$ cat src/rtl/vlc_packer.sv
// Variable-length code packer: LSB-first bit accumulator feeding a small output
// FIFO, with flush/tail handling so every stream ends in a marked partial word.
module vlc_packer #(
    parameter int CODE_W = 16,
    parameter int WORD_W = 32,
    parameter int DEPTH  = 8,
    parameter int THRESH = 6
) (
    input  logic                         clock,
    input  logic                         resetn,
    input  logic                         ce,
    input  logic                         in_valid,
    output logic                         in_ready,
    input  logic [CODE_W-1:0]            in_code,
    input  logic [$clog2(CODE_W+1)-1:0]  in_len,
    input  logic                         flush,
    output logic                         out_valid,
    input  logic                         out_ready,
    output logic [WORD_W-1:0]            out_word,
    output logic [$clog2(WORD_W+1)-1:0]  out_bits,
    output logic                         out_last,
    output logic [$clog2(DEPTH+1)-1:0]   level,
    output logic                         threshold,
    output logic                         len_err
);

    localparam int ACC_W  = WORD_W + CODE_W;
    localparam int CNT_W  = $clog2(ACC_W + 1);
    localparam int LEN_W  = $clog2(CODE_W + 1);
    localparam int BITS_W = $clog2(WORD_W + 1);
    localparam int LVL_W  = $clog2(DEPTH + 1);
    localparam int PTR_W  = $clog2(DEPTH);

    localparam logic [LEN_W-1:0]  LEN_MAX   = LEN_W'(CODE_W);
    localparam logic [CNT_W-1:0]  CNT_WORD  = CNT_W'(WORD_W);
    localparam logic [BITS_W-1:0] BITS_FULL = BITS_W'(WORD_W);
    localparam logic [LVL_W-1:0]  LVL_FULL  = LVL_W'(DEPTH);
    localparam logic [LVL_W-1:0]  LVL_THR   = LVL_W'(THRESH);

    typedef enum logic {S_RUN, S_TAIL} state_t;

    state_t              r_state;
    logic [ACC_W-1:0]    r_acc;
    logic [CNT_W-1:0]    r_acc_bits;
    logic [WORD_W-1:0]   r_mem_word [DEPTH];
    logic [BITS_W-1:0]   r_mem_bits [DEPTH];
    logic                r_mem_last [DEPTH];
    logic [PTR_W-1:0]    r_wptr;
    logic [PTR_W-1:0]    r_rptr;
    logic [LVL_W-1:0]    r_level;
    logic                r_len_err;

    logic                w_ready;
    logic                w_beat;
    logic                w_flush;
    logic                w_tail;
    logic                w_full;
    logic                w_push;
    logic                w_pop;
    logic [LEN_W-1:0]    w_len_sat;
    logic [LEN_W-1:0]    w_len;
    logic [CODE_W-1:0]   w_code;
    logic [ACC_W-1:0]    w_acc;
    logic [CNT_W-1:0]    w_bits;
    logic [BITS_W-1:0]   w_push_bits;

    assign w_ready   = ce & (r_level < LVL_FULL) & (r_state == S_RUN);
    assign w_beat    = w_ready & in_valid;
    assign w_flush   = w_ready & flush;
    assign w_len_sat = (in_len > LEN_MAX) ? LEN_MAX : in_len;
    assign w_len     = w_beat ? w_len_sat : '0;
    assign w_code    = in_code & ~({CODE_W{1'b1}} << w_len);
    assign w_acc     = r_acc | (ACC_W'(w_code) << r_acc_bits);
    assign w_bits    = r_acc_bits + CNT_W'(w_len);
    assign w_full    = (w_bits >= CNT_WORD);
    assign w_tail    = ce & (r_state == S_TAIL) & (r_level < LVL_FULL);
    assign w_pop     = ce & out_ready & (r_level != '0);

    // In TAIL no beat is accepted, so w_acc/w_bits equal the held remainder and
    // the flush and tail pushes share one data path.
    assign w_push      = w_full | w_flush | w_tail;
    assign w_push_bits = w_full ? BITS_FULL : BITS_W'(w_bits);

    always_ff @(posedge clock) begin
        if (!resetn) begin
            r_state    <= S_RUN;
            r_acc      <= '0;
            r_acc_bits <= '0;
            r_wptr     <= '0;
            r_rptr     <= '0;
            r_level    <= '0;
            r_len_err  <= 1'b0;
        end else if (ce) begin
            if (w_full) begin
                r_acc      <= w_acc >> WORD_W;
                r_acc_bits <= w_bits - CNT_WORD;
                if (w_flush)
                    r_state <= S_TAIL;
            end else if (w_flush || w_tail) begin
                r_acc      <= '0;
                r_acc_bits <= '0;
                r_state    <= S_RUN;
            end else begin
                r_acc      <= w_acc;
                r_acc_bits <= w_bits;
            end

            if (w_beat && (in_len > LEN_MAX))
                r_len_err <= 1'b1;

            if (w_push)
                r_wptr <= r_wptr + PTR_W'(1);
            if (w_pop)
                r_rptr <= r_rptr + PTR_W'(1);

            if (w_push && !w_pop)
                r_level <= r_level + LVL_W'(1);
            else if (!w_push && w_pop)
                r_level <= r_level - LVL_W'(1);
        end
    end

    always_ff @(posedge clock) begin
        if (resetn && w_push) begin
            r_mem_word[r_wptr] <= w_acc[WORD_W-1:0];
            r_mem_bits[r_wptr] <= w_push_bits;
            r_mem_last[r_wptr] <= ~w_full;
        end
    end

    assign in_ready  = w_ready;
    assign out_valid = (r_level != '0);
    assign out_word  = out_valid ? r_mem_word[r_rptr] : '0;
    assign out_bits  = out_valid ? r_mem_bits[r_rptr] : '0;
    assign out_last  = out_valid ? r_mem_last[r_rptr] : 1'b0;
    assign level     = r_level;
    assign threshold = (r_level >= LVL_THR);
    assign len_err   = r_len_err;

endmodule

$ cat config.mk
export PLATFORM = sky130hd
export DESIGN_NAME = vlc_packer
export DESIGN_NICKNAME = d
export VERILOG_FILES = /design/src/rtl/vlc_packer.sv
export SDC_FILE = /design/constraint.sdc
export NUM_CORES = 1
export LEC_CHECK = 0
export BUFFER_PORTS_ARGS = -buffer_cell sky130_fd_sc_hd__clkbuf_2
export CORE_MARGIN = 10
export CORE_UTILIZATION = 55
export CTS_CLUSTER_SIZE = 10
export DETAILED_ROUTE_END_ITERATION = 8
export PLACE_DENSITY = 0.72
export SLEW_MARGIN = 10
export SYNTH_ARGS = -nofsm -noshare
export SYNTH_HDL_FRONTEND = slang
export SYNTH_SLANG_ARGS = --single-unit
$ cat constraint.sdc
create_clock -name clock -period 15.15 [get_ports clock]
set_input_delay 0.7575 -clock clock [delete_from_list [all_inputs] [get_ports clock]]
set_output_delay 0.7575 -clock clock [all_outputs]
set_load 0.05 [all_outputs]
# Word-level counts from Yosys, hierarchy flattened
# Memory sizes are Yosys's and may differ from the RTL's. A register that Yosys moved wholly into a read port is not among the register bits.
# Index checks and enable logic that the tools add are counted.
# op_classes
n_addsub,6
magnitude_cmp,4
eq_ne,1
n_shift,2
mux,23
bitwise_logic,15
reduce_logical,15
# ops
op,n
two-way mux 48 bit,2
bitwise OR 48 bit,1
<< shifter 16 x 6 -> 48 bit,1
two-way mux 32 bit,1
two-way mux 6 bit,4
two-way mux 3 bit,6
AND 16 bit,1
NOT 16 bit,1
<< shifter 16 x 5 -> 16 bit (first input constant),1
two-way mux 5 bit,2
AND 1 bit,8
two-way mux 4 bit,2
AND reduction 2 bit,4
adder 3 x 1 -> 3 bit (second input constant),2
adder 6 x 5 -> 6 bit,1
>= comparator 6 bit (second input constant),1
two-way mux 1 bit,6
subtractor 6 bit (second input constant),1
greater-than comparator 5 bit (second input constant),1
adder 4 x 1 -> 4 bit (second input constant),1
>= comparator 4 x 3 -> 1 bit (second input constant),1
logical AND 1 bit,4
< comparator 4 bit (second input constant),1
nonzero test 2 bit,2
other kinds (8),11
# word_totals
ff_bits,66
ram_bits,312
inputBits,27
output_inout_bits,47
wordCells,76
memories,3
# memory_table
memory,depth,width,read_ports,rd_clocked_by_memory_dff,wr,line,rtl
r_mem_word,8,32,1,1,1,45,logic [WORD_W-1:0] r_mem_word [DEPTH];
r_mem_bits,8,6,1,1,1,46,logic [BITS_W-1:0] r_mem_bits [DEPTH];
r_mem_last,8,1,1,1,1,47,logic r_mem_last [DEPTH];

# Depth between registers and ports, before layout
# logic_depth
depth_word,13
depth_mapped,21
depth_no_buf,19

# Least setup slack after synthesis
# Ideal clock, no wire load.
# synth_timing
path_kind,reg-to-reg
startpoint,register r_level[3] (netlist: level[3])
endpoint,memory r_mem_bits[0][0] in the netlist's numbering (enable)
setup_ns,0.533
t_arrival_ns,6.645
required_ns,14.617
setup_slack_ns,7.972
stages_incl_launch_ff,12
path_buffers,1
synth_period_minus_slack_ns,7.178
cell_sequence,dfxtp_1 > nand4bb_1 > clkbuf_1 > nor2_1 > and2_1 > ha_1 > a31oi_1 > inv_1 > or4_1 > nand3_2 > nor2_4 > nor4_1
# synth_between
elab_chain_cells,12
elab_cells_between_ends,14
cone_classes,add/sub (1); order compare (2); mux (3); bitwise (7); reduce/logical (1)
# synth_lines
element,line,rtl
"start, declared",50,logic [LVL_W-1:0] r_level;
"start signal, assigned",117,r_level <= r_level + LVL_W'(1);
"start signal, assigned",119,r_level <= r_level - LVL_W'(1);
< comparator 4 bit (*),"67, 76",
AND 1 bit (2 in series),67,assign w_ready = ce & (r_level < LVL_FULL) & (r_state == S_RUN);
AND 1 bit,68,assign w_beat = w_ready & in_valid;
two-way mux 5 bit,71,assign w_len = w_beat ? w_len_sat : '0;
adder 6 x 5 -> 6 bit,74,assign w_bits = r_acc_bits + CNT_W'(w_len);
>= comparator 6 bit,75,assign w_full = (w_bits >= CNT_WORD);
bitwise OR 1 bit,81,assign w_push = w_full | w_flush | w_tail;
bitwise OR 1 bit (*),81,
logical AND 1 bit (*),124,if (resetn && w_push) begin
two-way mux 1 bit (*),124,
two-way mux 1 bit (implied by the code) (*),126,r_mem_bits[r_wptr] <= w_push_bits;
"end, declared",46,
# Mark *: on every way between the ends. The rest lies on a longest branch, timed or not.

# Final worst setup path
# layout_timing
startpoint,input ce
endpoint,memory r_mem_word[0][22] (enable)
# layout_between
elab_chain_cells,11
elab_cells_between_ends,14
cone_classes,add/sub (1); order compare (1); mux (3); bitwise (8); reduce/logical (1)
# layout_lines
element,line,rtl
"start, declared",11,"input logic ce,"
AND 1 bit (2 in series),67,
AND 1 bit,68,
two-way mux 5 bit,71,
adder 6 x 5 -> 6 bit,74,
>= comparator 6 bit,75,
bitwise OR 1 bit,81,
bitwise OR 1 bit (*),81,
logical AND 1 bit (*),124,
two-way mux 1 bit (*),124,
two-way mux 1 bit (implied by the code) (*),125,r_mem_word[r_wptr] <= w_acc[WORD_W-1:0];
"end, declared",45,
# Marked as above.

==> results.toml <==
[run_status]
run_status = "finished, final reports clean"

[placed_design]
dp_slack_ns = 9.55
gp_congestion = 0.905
placed_cell_area_um2 = 17300
placed_cells = 1516
port_buffers = 73
dp_hpwl_mm = 24.3

[yosys]
synth_mux_area_share_pct = 13.6
synthCells = 1107
synth_top_family_by_area = "multiplexers"
synthXorXnorAreaFrac_pct = 0.634
async_flop_share_pct = 0
syn_area_um2 = 16600
synth_area_leaders = "edfxtp_1, mux4_2, dfxtp_1"
synth_compound_gate_area_share_pct = 9.18
synth-simple-area-share_pct = 8.32
avgSynthCellArea_um2 = 15.0
yosysUniqueCellTypes = 86
synth_fa_ha_area_share_pct = 0.875
ys_seq_area_share_pct = 64.8
synth_area_leader_cell = "edfxtp_1"
synth_edf_count = 312
synth_top_area_share_pct = 56.5
synth_flop_cell = "edfxtp_1"
synth_seq_cells = 381
syn_nets = 1145
ys_warn_count = 0

[final_layout]
final_area_um2 = 18600
seq_area_um2 = 10800
diodes = 0
fin_cells = 1597
multi_input_area_um2 = 5480
num-fill-cells = 2137
drive_gt1_share_pct = 21.4
nets = 1210
layout_commonest_cell = "edfxtp_1"
post-route-util_pct = 62.7
final_cell_mix = "edfxtp_1, nor2_1, mux4_2"
area_growth_pct = 12.4

[pwr]
comb_power_share_pct = 13.8
powerDensity_nw_per_um2 = 133
p_int_w = 0.00183
vdd_drop_max_mv = 0.101
power.switching_w = 0.000648
pwr-share-seq_pct = 46.8
cellLeakagePower_nw = 6.16
swShare_pct = 26.1
clkPwrFrac_pct = 39.3

[clock_network]
ctsHoldBuffers = 0
cts_buffers = 44
htreeDepth = 2
worstSkewPairLatency_ns = 0.53
cts_root_buf = "clkbuf_16"
clkTransAtPathRegs_ns = 0.05
ctsResizeCount = 0
clock_path_buffers = 3
cts_tree = "yes"
postCtsSetupBuffers = 0
clock-sinks = 381

[die]
die-height_um = 194
fp.dieW_um = 194
die_area_um2 = 37500
initial_core_util_pct = 55.8
core_area_um2 = 29700
rows = 63
ioPinCount = 74

[timing]
clock_skew_ns = 0.0162
setup_tns_ns = 0
hold_viol_final = 0
period_minus_slack_ns = 5.04
slew_headroom_pct = 32.1
setup_ws_ns = 10.11
finalMaxSlewViolations = 0
setup_viol = 0
grt_setup_unrepaired = "no"
tightestPinTransition_ns = 1.02
period_share_pct = 33.3
clock.fmax_mhz = 198

[global_routing]
grt_max_degree = 69
grt.total_usage_pct = 20.3
antenna_found_initial = 1
grt_pass1_wl_mm = 61.0
grt_pass1_vias = 10300
grt_overflow = 0

[critical_path]
worstPathMaxFanout = 32
start_kind = "input port"
r2r_cells = 11
worstPathArrival_ns = 5.20
cp-end-kind = "register"
worstPathRequired_ns = 15.31
critPathKind = "in -> reg"

[hold_path]
min_path_cells = 2
hp-class = "reg -> reg"

[drt]
wl_per_cell_um = 24.1
vias = 10100
dr.pass1.iters = 5
drc_errors = 0
drtAntennaViolNets = 0
vias_per_cell = 6.34
wirelength_mm = 38.6
initialDrtViolationCount = 911

[job]
cap_violations = 0
==> metal layers <==
metal  up-vias  share of wire [%]  GRT usage (%)
li1       4544                  -              -
met1      5112                 44           28.7
met2       395                 47           31.7
met3        70                6.4           3.35
met4         0                2.5           6.18
met5         -                  0              0
==> power groups by stage <==
stage	clock (W)	sequential (W)	combinational (W)
final	0.000975	0.00116	0.000343
after global routing	0.00103	0.00116	0.000368
after CTS	0.000990	0.00116	0.000348
after detailed placement	0	0.00118	0.000347
after global placement	0	0.00118	0.000344
after floorplan	0	0.00118	0.000261
==> critical path, cell delays in order <==
cell and delay (ns):
clkbuf_2 0.35, nand4bb_1 0.55, nor2_1 0.36, and2_1 0.17, ha_1 0.26, a31oi_1 0.24
inv_1 0.09, or4_1 0.53, nand3_2 0.29, nor2_4 0.13, nor4_2 0.82, buf_4 0.61
==> stage by stage <==
| step | hold slack, ns | total power, W |
|---|---|---|
| after floorplan | 0.428 | 0.00144 |
| after global placement | 0.440 | 0.00153 |
| after detailed placement | 0.452 | 0.00153 |
| after CTS | 0.461 | 0.00250 |
| after global routing | 0.493 | 0.00257 |
| final | 0.463 | 0.00248 |
==> flip-flops by register name, indices dropped and copies added, names as in the netlist, named ones only <==
name / flops
r_acc_bits: 6
level: 4
r_mem_bits: 48
r_mem_last: 8
len_err: 1
r_rptr: 3
r_mem_word: 256
r_acc: 48
r_state: 1
r_wptr: 3
==> cells by family after synthesis <==
| group | after synthesis |
|---|---|
| buf+inv | 93 |
| simple gates | 283 |
| compound gates | 199 |
| fa+ha+maj | 11 |
| mux | 128 |
| xor+xnor | 12 |
| flops | 381 |
==> layout make-up <==
class | count | share of cell area (%)
multi-input combinational | 633 | 29.4
clock inverter | 3 | 0.275
timing repair buffer | 91 | 2.68
inverter | 21 | 0.423
clock buffer | 78 | 6.87
tap | 390 | 2.62
sequential | 381 | 57.7
==> cells in the mapped netlist, types with 5 or more instances <==
master    count
buf_1        11
nor2_1      104
mux4_2       78
nor4_1        6
nand2b_1      9
o211ai_1      7
ha_1         10
a211oi_1      8
a31oi_1      13
o21bai_1      9
and2_1        9
xnor2_1       8
or3_1         6
inv_1        18
a221oi_1      8
a211o_1       5
a21oi_1      30
a21o_1       11
nand2_1      49
o221ai_1      5
clkbuf_1     40
o21ai_0      16
and3_1        9
buf_2        14
nor2b_1      22
a221o_1      12
nor3_1       24
o22ai_1      10
edfxtp_1    312
buf_6         6
dfxtp_1      69
nand3_1      19
mux2i_1      46
==> final timing paths <==
check                          from  slack [ns]                          end
max                              ce       10.11  r_mem_word[0][22]$_DFFE_PP_
min          r_acc[18]$_SDFFE_PN0P_        0.46       r_acc[18]$_SDFFE_PN0P_
max reg2reg   level[3]$_SDFFE_PN0P_       10.22  r_mem_word[0][22]$_DFFE_PP_
min reg2reg  r_acc[18]$_SDFFE_PN0P_        0.46       r_acc[18]$_SDFFE_PN0P_
(Power assumes the default switching activity.)
